### config.mk
export PLATFORM = sky130hd
export DESIGN_NAME = combinational_logic_unit
export DESIGN_NICKNAME = d
export VERILOG_FILES = /design/src/rtl/clu_pkg.sv /design/src/rtl/clu_edge_cnt.sv /design/src/rtl/combinational_logic_unit.sv
export SDC_FILE = /design/constraint.sdc
export NUM_CORES = 1
export LEC_CHECK = 0
export ABC_AREA = 0
export ABC_CLOCK_PERIOD_IN_PS = 3000
export BUFFER_PORTS_ARGS = -buffer_cell sky130_fd_sc_hd__buf_4
export CORE_AREA = 4 4 41 43
export CTS_CLUSTER_DIAMETER = 40
export DETAILED_ROUTE_END_ITERATION = 12
export DIE_AREA = 0 0 45 47
export GPL_TIMING_DRIVEN = 0
export SYNTH_ARGS = -nofsm -noshare
export SYNTH_HDL_FRONTEND = slang
export SYNTH_SLANG_ARGS = --single-unit
### constraint.sdc
create_clock -name clk -period 3 [get_ports clk]
set_clock_uncertainty 0.05 [all_clocks]
set_input_delay 0.3 -clock clk [delete_from_list [all_inputs] [get_ports clk]]
set_output_delay 0.3 -clock clk [all_outputs]
set_load 0.005 [all_outputs]
### src/rtl/clu_pkg.sv
// Shared definitions for the combinational logic unit: the default truth
// table, the default counter width and the table lookup helper.
package clu_pkg;

    // Index type for the three function inputs packed as {A,B,C}.
    typedef logic [2:0] clu_idx_t;

    // Odd parity of three inputs: bits 1, 2, 4 and 7 set.
    localparam logic [7:0] PARITY_TT = 8'h96;

    // Default width of the high-cycle counter.
    localparam int DEFAULT_CNT_W = 8;

    // Pick one bit of an 8-entry truth table. An X/Z index yields X,
    // so unknown inputs are never silently masked.
    function automatic logic clu_lookup(input logic [7:0] tt, input clu_idx_t idx);
        return tt[idx];
    endfunction

endpackage

### src/rtl/clu_edge_cnt.sv
// Registered side-path of the logic unit: a one-cycle copy of F, a rising
// edge pulse and a saturating count of cycles in which F was sampled high.
module clu_edge_cnt
    import clu_pkg::*;
#(
    parameter int CNT_W = DEFAULT_CNT_W
) (
    input  logic             clk_i,
    input  logic             rst_i,
    input  logic             f_i,
    output logic             f_q_o,
    output logic             rise_o,
    output logic [CNT_W-1:0] cnt_o
);

    localparam logic [CNT_W-1:0] CNT_MAX = {CNT_W{1'b1}};
    localparam logic [CNT_W-1:0] CNT_ONE = CNT_W'(1);

    logic             fQ;
    logic             fD;
    logic             riseQ;
    logic             riseD;
    logic [CNT_W-1:0] cntQ;
    logic [CNT_W-1:0] cntD;

    // Next-state logic: the pulse compares the incoming sample against the
    // previous one, and the counter holds once it reaches all-ones.
    always_comb begin
        fD    = f_i;
        riseD = f_i & ~fQ;
        cntD  = cntQ;
        if (f_i && (cntQ != CNT_MAX)) begin
            cntD = cntQ + CNT_ONE;
        end
    end

    // State registers; reset takes priority over the sample and increment.
    always_ff @(posedge clk_i) begin
        if (rst_i) begin
            fQ    <= 1'b0;
            riseQ <= 1'b0;
            cntQ  <= '0;
        end else begin
            fQ    <= fD;
            riseQ <= riseD;
            cntQ  <= cntD;
        end
    end

    assign f_q_o  = fQ;
    assign rise_o = riseQ;
    assign cnt_o  = cntQ;

endmodule

### src/rtl/combinational_logic_unit.sv
// Three-input Boolean function unit. F is a pure table lookup of {A,B,C}
// with no dependence on clock or reset; the registered copy, rise pulse
// and high-cycle counter live in clu_edge_cnt.
module combinational_logic_unit
    import clu_pkg::*;
#(
    parameter logic [7:0] TRUTH_TABLE = PARITY_TT,
    parameter int         CNT_W       = DEFAULT_CNT_W
) (
    input  logic             A,
    input  logic             B,
    input  logic             C,
    output logic             F,
    input  logic             clk,
    input  logic             rst,
    output logic             F_q,
    output logic             f_rise,
    output logic [CNT_W-1:0] hi_cnt
);

    clu_idx_t idx;

    // Instant decode: A is the index MSB, C the LSB.
    always_comb begin
        idx = {A, B, C};
        F   = clu_lookup(TRUTH_TABLE, idx);
    end

    clu_edge_cnt #(
        .CNT_W (CNT_W)
    ) u_edge_cnt (
        .clk_i  (clk),
        .rst_i  (rst),
        .f_i    (F),
        .f_q_o  (F_q),
        .rise_o (f_rise),
        .cnt_o  (hi_cnt)
    );

endmodule

After elaboration in Yosys (flattened, before gate mapping). Memories as Yosys holds them, arrays and structs flattened. Cells that the tools add are included. Widths: inputs -> output; s select.

Muxes and demuxes: 1. Equal/unequal tests: 1. $add $sub $neg: 1. Bitwise gates (word level): 2. Magnitude comparators: 1. Reduce and logical (&&, ||, !) cells: 1.

Operators by type and width (number): $add 8x1->8 const B (1); $ne 8x8->1 const B (1); $lt 3x4->1 const B (1); $and 1x1->1 (1); $logic_and 1x1->1 (1); $mux 1 (1); $not 1->1 (1).

Word-level logic and storage cells: 11. Register bits: 10. Bits of input ports: 5. Memories: 1. Memory bits (read-only): 8.

Memories: (no name shown) (words 8, width 1, rd ports 1, clocked after Yosys merged registers in 0, wr ports 0, RTL line clu_pkg.sv:17) `return tt[idx];`.

Longest topological paths before layout.
Depth after elaboration: 3. Depth in mapped cells: 5. Depth with buffers taken out: 5.

Hierarchy. From an unflattened synthesis, not the netlist that was laid out.

Cell total of the unflattened synthesis: 50. Area total of the unflattened synthesis: 514.2 sq um.

Modules (own cells, without submodules): clu_edge_cnt (area each 490.5 sq um, sequential area each 200.2 sq um, times used 1, cells each 49); combinational_logic_unit (area each 23.8 sq um, sequential area each 0.0 sq um, times used 1, cells each 1).

Worst setup path after synthesis. No wires, ideal clock.

Path type: input -> register. Start point: input B. End point: register u_edge_cnt.cntQ[4], in the netlist u_edge_cnt.cnt_o[4]. Stages on the path: 5. Arrival: 1352 ps. Buffers on the path: 0. Slack: 1527 ps. Cell sequence: xnor3_2 -> clkinv_4 -> nand2_4 -> or3_1 -> a21oi_1.

Longest elaborated chain between the ends: 3.

RTL lines: start, declared (RTL line combinational_logic_unit.sv:11) `input logic B,`; $mem_v2 8x1; $mux 1 (implied by the code) (RTL line clu_pkg.sv:17); via F (RTL line combinational_logic_unit.sv:13) `output logic F,`; $logic_and 1x1->1 (RTL line clu_edge_cnt.sv:32) `if (f_i && (cntQ != CNT_MAX)) begin`; end signal, assigned (RTL line clu_edge_cnt.sv:46) `cntQ <= cntD;`; end, declared (RTL line clu_edge_cnt.sv:23) `logic [CNT_W-1:0] cntQ;`.

The timed path passes the listed nets, and every way through them passes these cells. The select of a mux whose other input is x is not followed. A chain may end at the register's enable or synchronous reset.

Worst setup path after layout.
Start point: register u_edge_cnt.cntQ[3], in the netlist u_edge_cnt.cnt_o[3]. End point: register u_edge_cnt.cntQ[1], in the netlist u_edge_cnt.cnt_o[1].

Longest elaborated chain between the ends: 2.

RTL lines (RTL line): $ne 8x8->1 (clu_edge_cnt.sv:32); $logic_and 1x1->1 (clu_edge_cnt.sv:32).

Every way passes these cells.

==> impl_metrics.toml <==
[logic_synthesis]
synthesis.nets = 56
synth-seq-cells = 10
ys_top_cells_by_area = "dfxtp_1 42%, nor2_1 5.5%, xnor3_2 5.0%"
synth_enable_flop_cells = 0
async_flop_share_pct = 0
ys_seq_area_share_pct = 42.1
yosys_most_used_dff = "dfxtp_1"
synthCells = 50
synth_cell_type_count = 25
synthDominantCellAreaShare_pct = 42.1
synth_warnings = 0
synth.most_common_cell = "dfxtp_1"
netlist.top_cell.by_area = "dfxtp_1"
synth_area_um2 = 475
synth_commonest_cells = "10 x dfxtp_1, 7 x nor2_1, 3 x nand2_1, 3 x o21ai_0"
syn_area_per_cell_um2 = 9.51

[placed_design]
placedCellCount = 79
dp_hpwl_um = 688
io_buffers = 14
gp_congestion = 0.712
placed_area_um2 = 599

[die]
die_area_mm2 = 0.00212
boundaryPins = 16
coreArea_mm2 = 0.00130
die_width_um = 45
std_cell_rows = 13
fp.dieH_um = 47
start_util_pct = 36.5

[sta]
relSlewSlack_pct = 70.8
rsz0062_at_grt = "false"
fmax_mhz = 681
slew_violations = 0
finalCritPeriodShare_pct = 48.9
period_minus_slack_ns = 1.47
setup_violations = 0
fin_tns_setup_ns = 0
final_hold_viol_count = 0
worstMarginPinSlew_ns = 0.437

[worst_setup_path]
r2r.worst_path.cells = 4
worstPathMaxFanout = 6
path_buf_inv = 0
path_cells = "nand4_1 > o21ai_1 > mux2i_1 > nor2_1"
arrival_ns = 1.55
path_delay_family = "flip-flops"
cp.required_ns = 3.08
worst-path-stages = 4
r2r_slack_ns = 1.53
critPathMaxStageDelay_ns = 0.43
crit_path_end_kind = "register"
cp_slowest_cell = "dfxtp_1"
crit_type = "register to register"
cp-start-kind = "register"

[cells_and_area]
final_cells = 82
n_fill_cell = 142
final_area_um2 = 622
layout.nets = 75
syn2layout_area_growth_pct = 30.8
final_core_util_pct = 47.8
n_antenna_cell = 0
drive_gt1_share_pct = 31.3

[global_routing]
first_global_vias = 369
grt_pass1_wl_um = 1570
antenna_found_initial = 0
gr-total-overflow = 0
grt_start_max_net_pins = 11
grt_usage_pct = 10.2

[clock_network]
cts.clk_slew.worst_paths_ns = 0.06
clock-sinks = 10
cts_hold_buffers = 0
root_buffer = "clkbuf_4"
numCtsBuffers = 3
clock_latency_ns = 0.25
cts_tree = "built"
htree_levels = 1
cts_setup_buffers = 0
cts_max_path_buffers = 2
cts_resized = 0

[power_and_ir_drop]
p_total_uw = 287
leakage_nw = 0.289
power_density_mw_per_mm2 = 462
ir_drop_v = 0.000236

[worst_hold_path]
whs_path_depth = 1
hold_class = "register to register"

[run_status]
status = "finished clean"

[drt]
post-route-drc-count = 0
first_pass_iters = 4
dr_total_vias = 414
ant_nets = 0
wl_per_cell_um = 11.1
drt_iter0_drc = 12
wl_um = 910
vias_per_cell = 5.05

[job]
maxCapViolations = 0
-- cells by family (layout without fill, tap and decap cells) --
kind of cell | count (synthesis) | count (layout) | synth area share, %
multiplexers | 2 | 2 | 4.21
flip-flops | 10 | 10 | 42.1
buffers and inverters | 4 | 21 | 4.21
AO/OA/AOI/OAI | 11 | 11 | 17.6
XOR/XNOR | 3 | 3 | 8.68
AND/OR/NAND/NOR | 19 | 19 | 20.5
adder cells (fa/ha/maj) | 1 | 1 | 2.63
-- layout by cell type, fill, tap and decap left out, drive strengths merged --
| master | synthesis | final |
|---|---|---|
| a211oi | 1 | 1 |
| a21oi | 2 | 2 |
| and3 | 1 | 1 |
| buf | 1 | 15 |
| clkbuf | 0 | 3 |
| clkinv | 1 | 1 |
| dfxtp | 10 | 10 |
| ha | 1 | 1 |
| inv | 2 | 2 |
| mux2i | 2 | 2 |
| nand2 | 4 | 4 |
| nand3 | 1 | 1 |
| nand4 | 2 | 2 |
| nor2 | 7 | 7 |
| nor3 | 1 | 1 |
| nor3b | 1 | 1 |
| o211ai | 2 | 2 |
| o21ai | 4 | 4 |
| o21bai | 1 | 1 |
| o311a | 1 | 1 |
| or3 | 2 | 2 |
| xnor3 | 1 | 1 |
| xor2 | 2 | 2 |
-- routing by layer --
layer  global-route usage [%]  wire length [um]
met5                        0                 0
met4                     5.26                11
met3                     3.83                82
met2                     14.4               391
met1                     13.5               424
-- final cells by class --
cell class | count | area, um^2 | area share (%)
inverter | 3 | 16.3 | 2.62
tap | 15 | 18.8 | 3.02
buffer | 1 | 3.75 | 0.604
multi-input combinational | 36 | 255 | 41.0
timing repair buffer | 14 | 105 | 16.9
sequential | 10 | 200 | 32.2
clock buffer | 3 | 22.5 | 3.62
-- path summary, 6_finish.rpt --
check	start	to
worst max-delay path	u_edge_cnt.cnt_o[3]	u_edge_cnt.cnt_o[1]
worst min-delay path	u_edge_cnt.f_q_o	u_edge_cnt.rise_o
worst max register to register	u_edge_cnt.cnt_o[3]	u_edge_cnt.cnt_o[1]
worst min register to register	u_edge_cnt.f_q_o	u_edge_cnt.rise_o
-- flip-flops by register name, summed over array words and instances, names as in the netlist --
| name | count |
|---|---|
| u_edge_cnt.rise_o | 1 |
| u_edge_cnt.cnt_o | 8 |
| u_edge_cnt.f_q_o | 1 |
-- through the flow --
stage	setup WS, ns	hold slack [ns]
floorplan	1.53	0.377
global placement	1.40	0.366
detailed placement	1.39	0.372
CTS	1.52	0.375
global route	1.29	0.378
finish	1.53	0.375
-- power breakdown --
group	total, mW	switching [mW]	internal [mW]	leakage, nW
sequential	0.148	0.00695	0.142	0.0815
combinational	0.0528	0.0242	0.0286	0.193
clock	0.0857	0.0397	0.0460	0.0138
-- worst register-to-register path, stage by stage (launching register included) --
cell     delay, ns
dfxtp_1       0.43
nand4_1       0.28
o21ai_1       0.33
mux2i_1       0.21
nor2_1        0.05
Note: power is estimated with default switching activity, not from simulation.
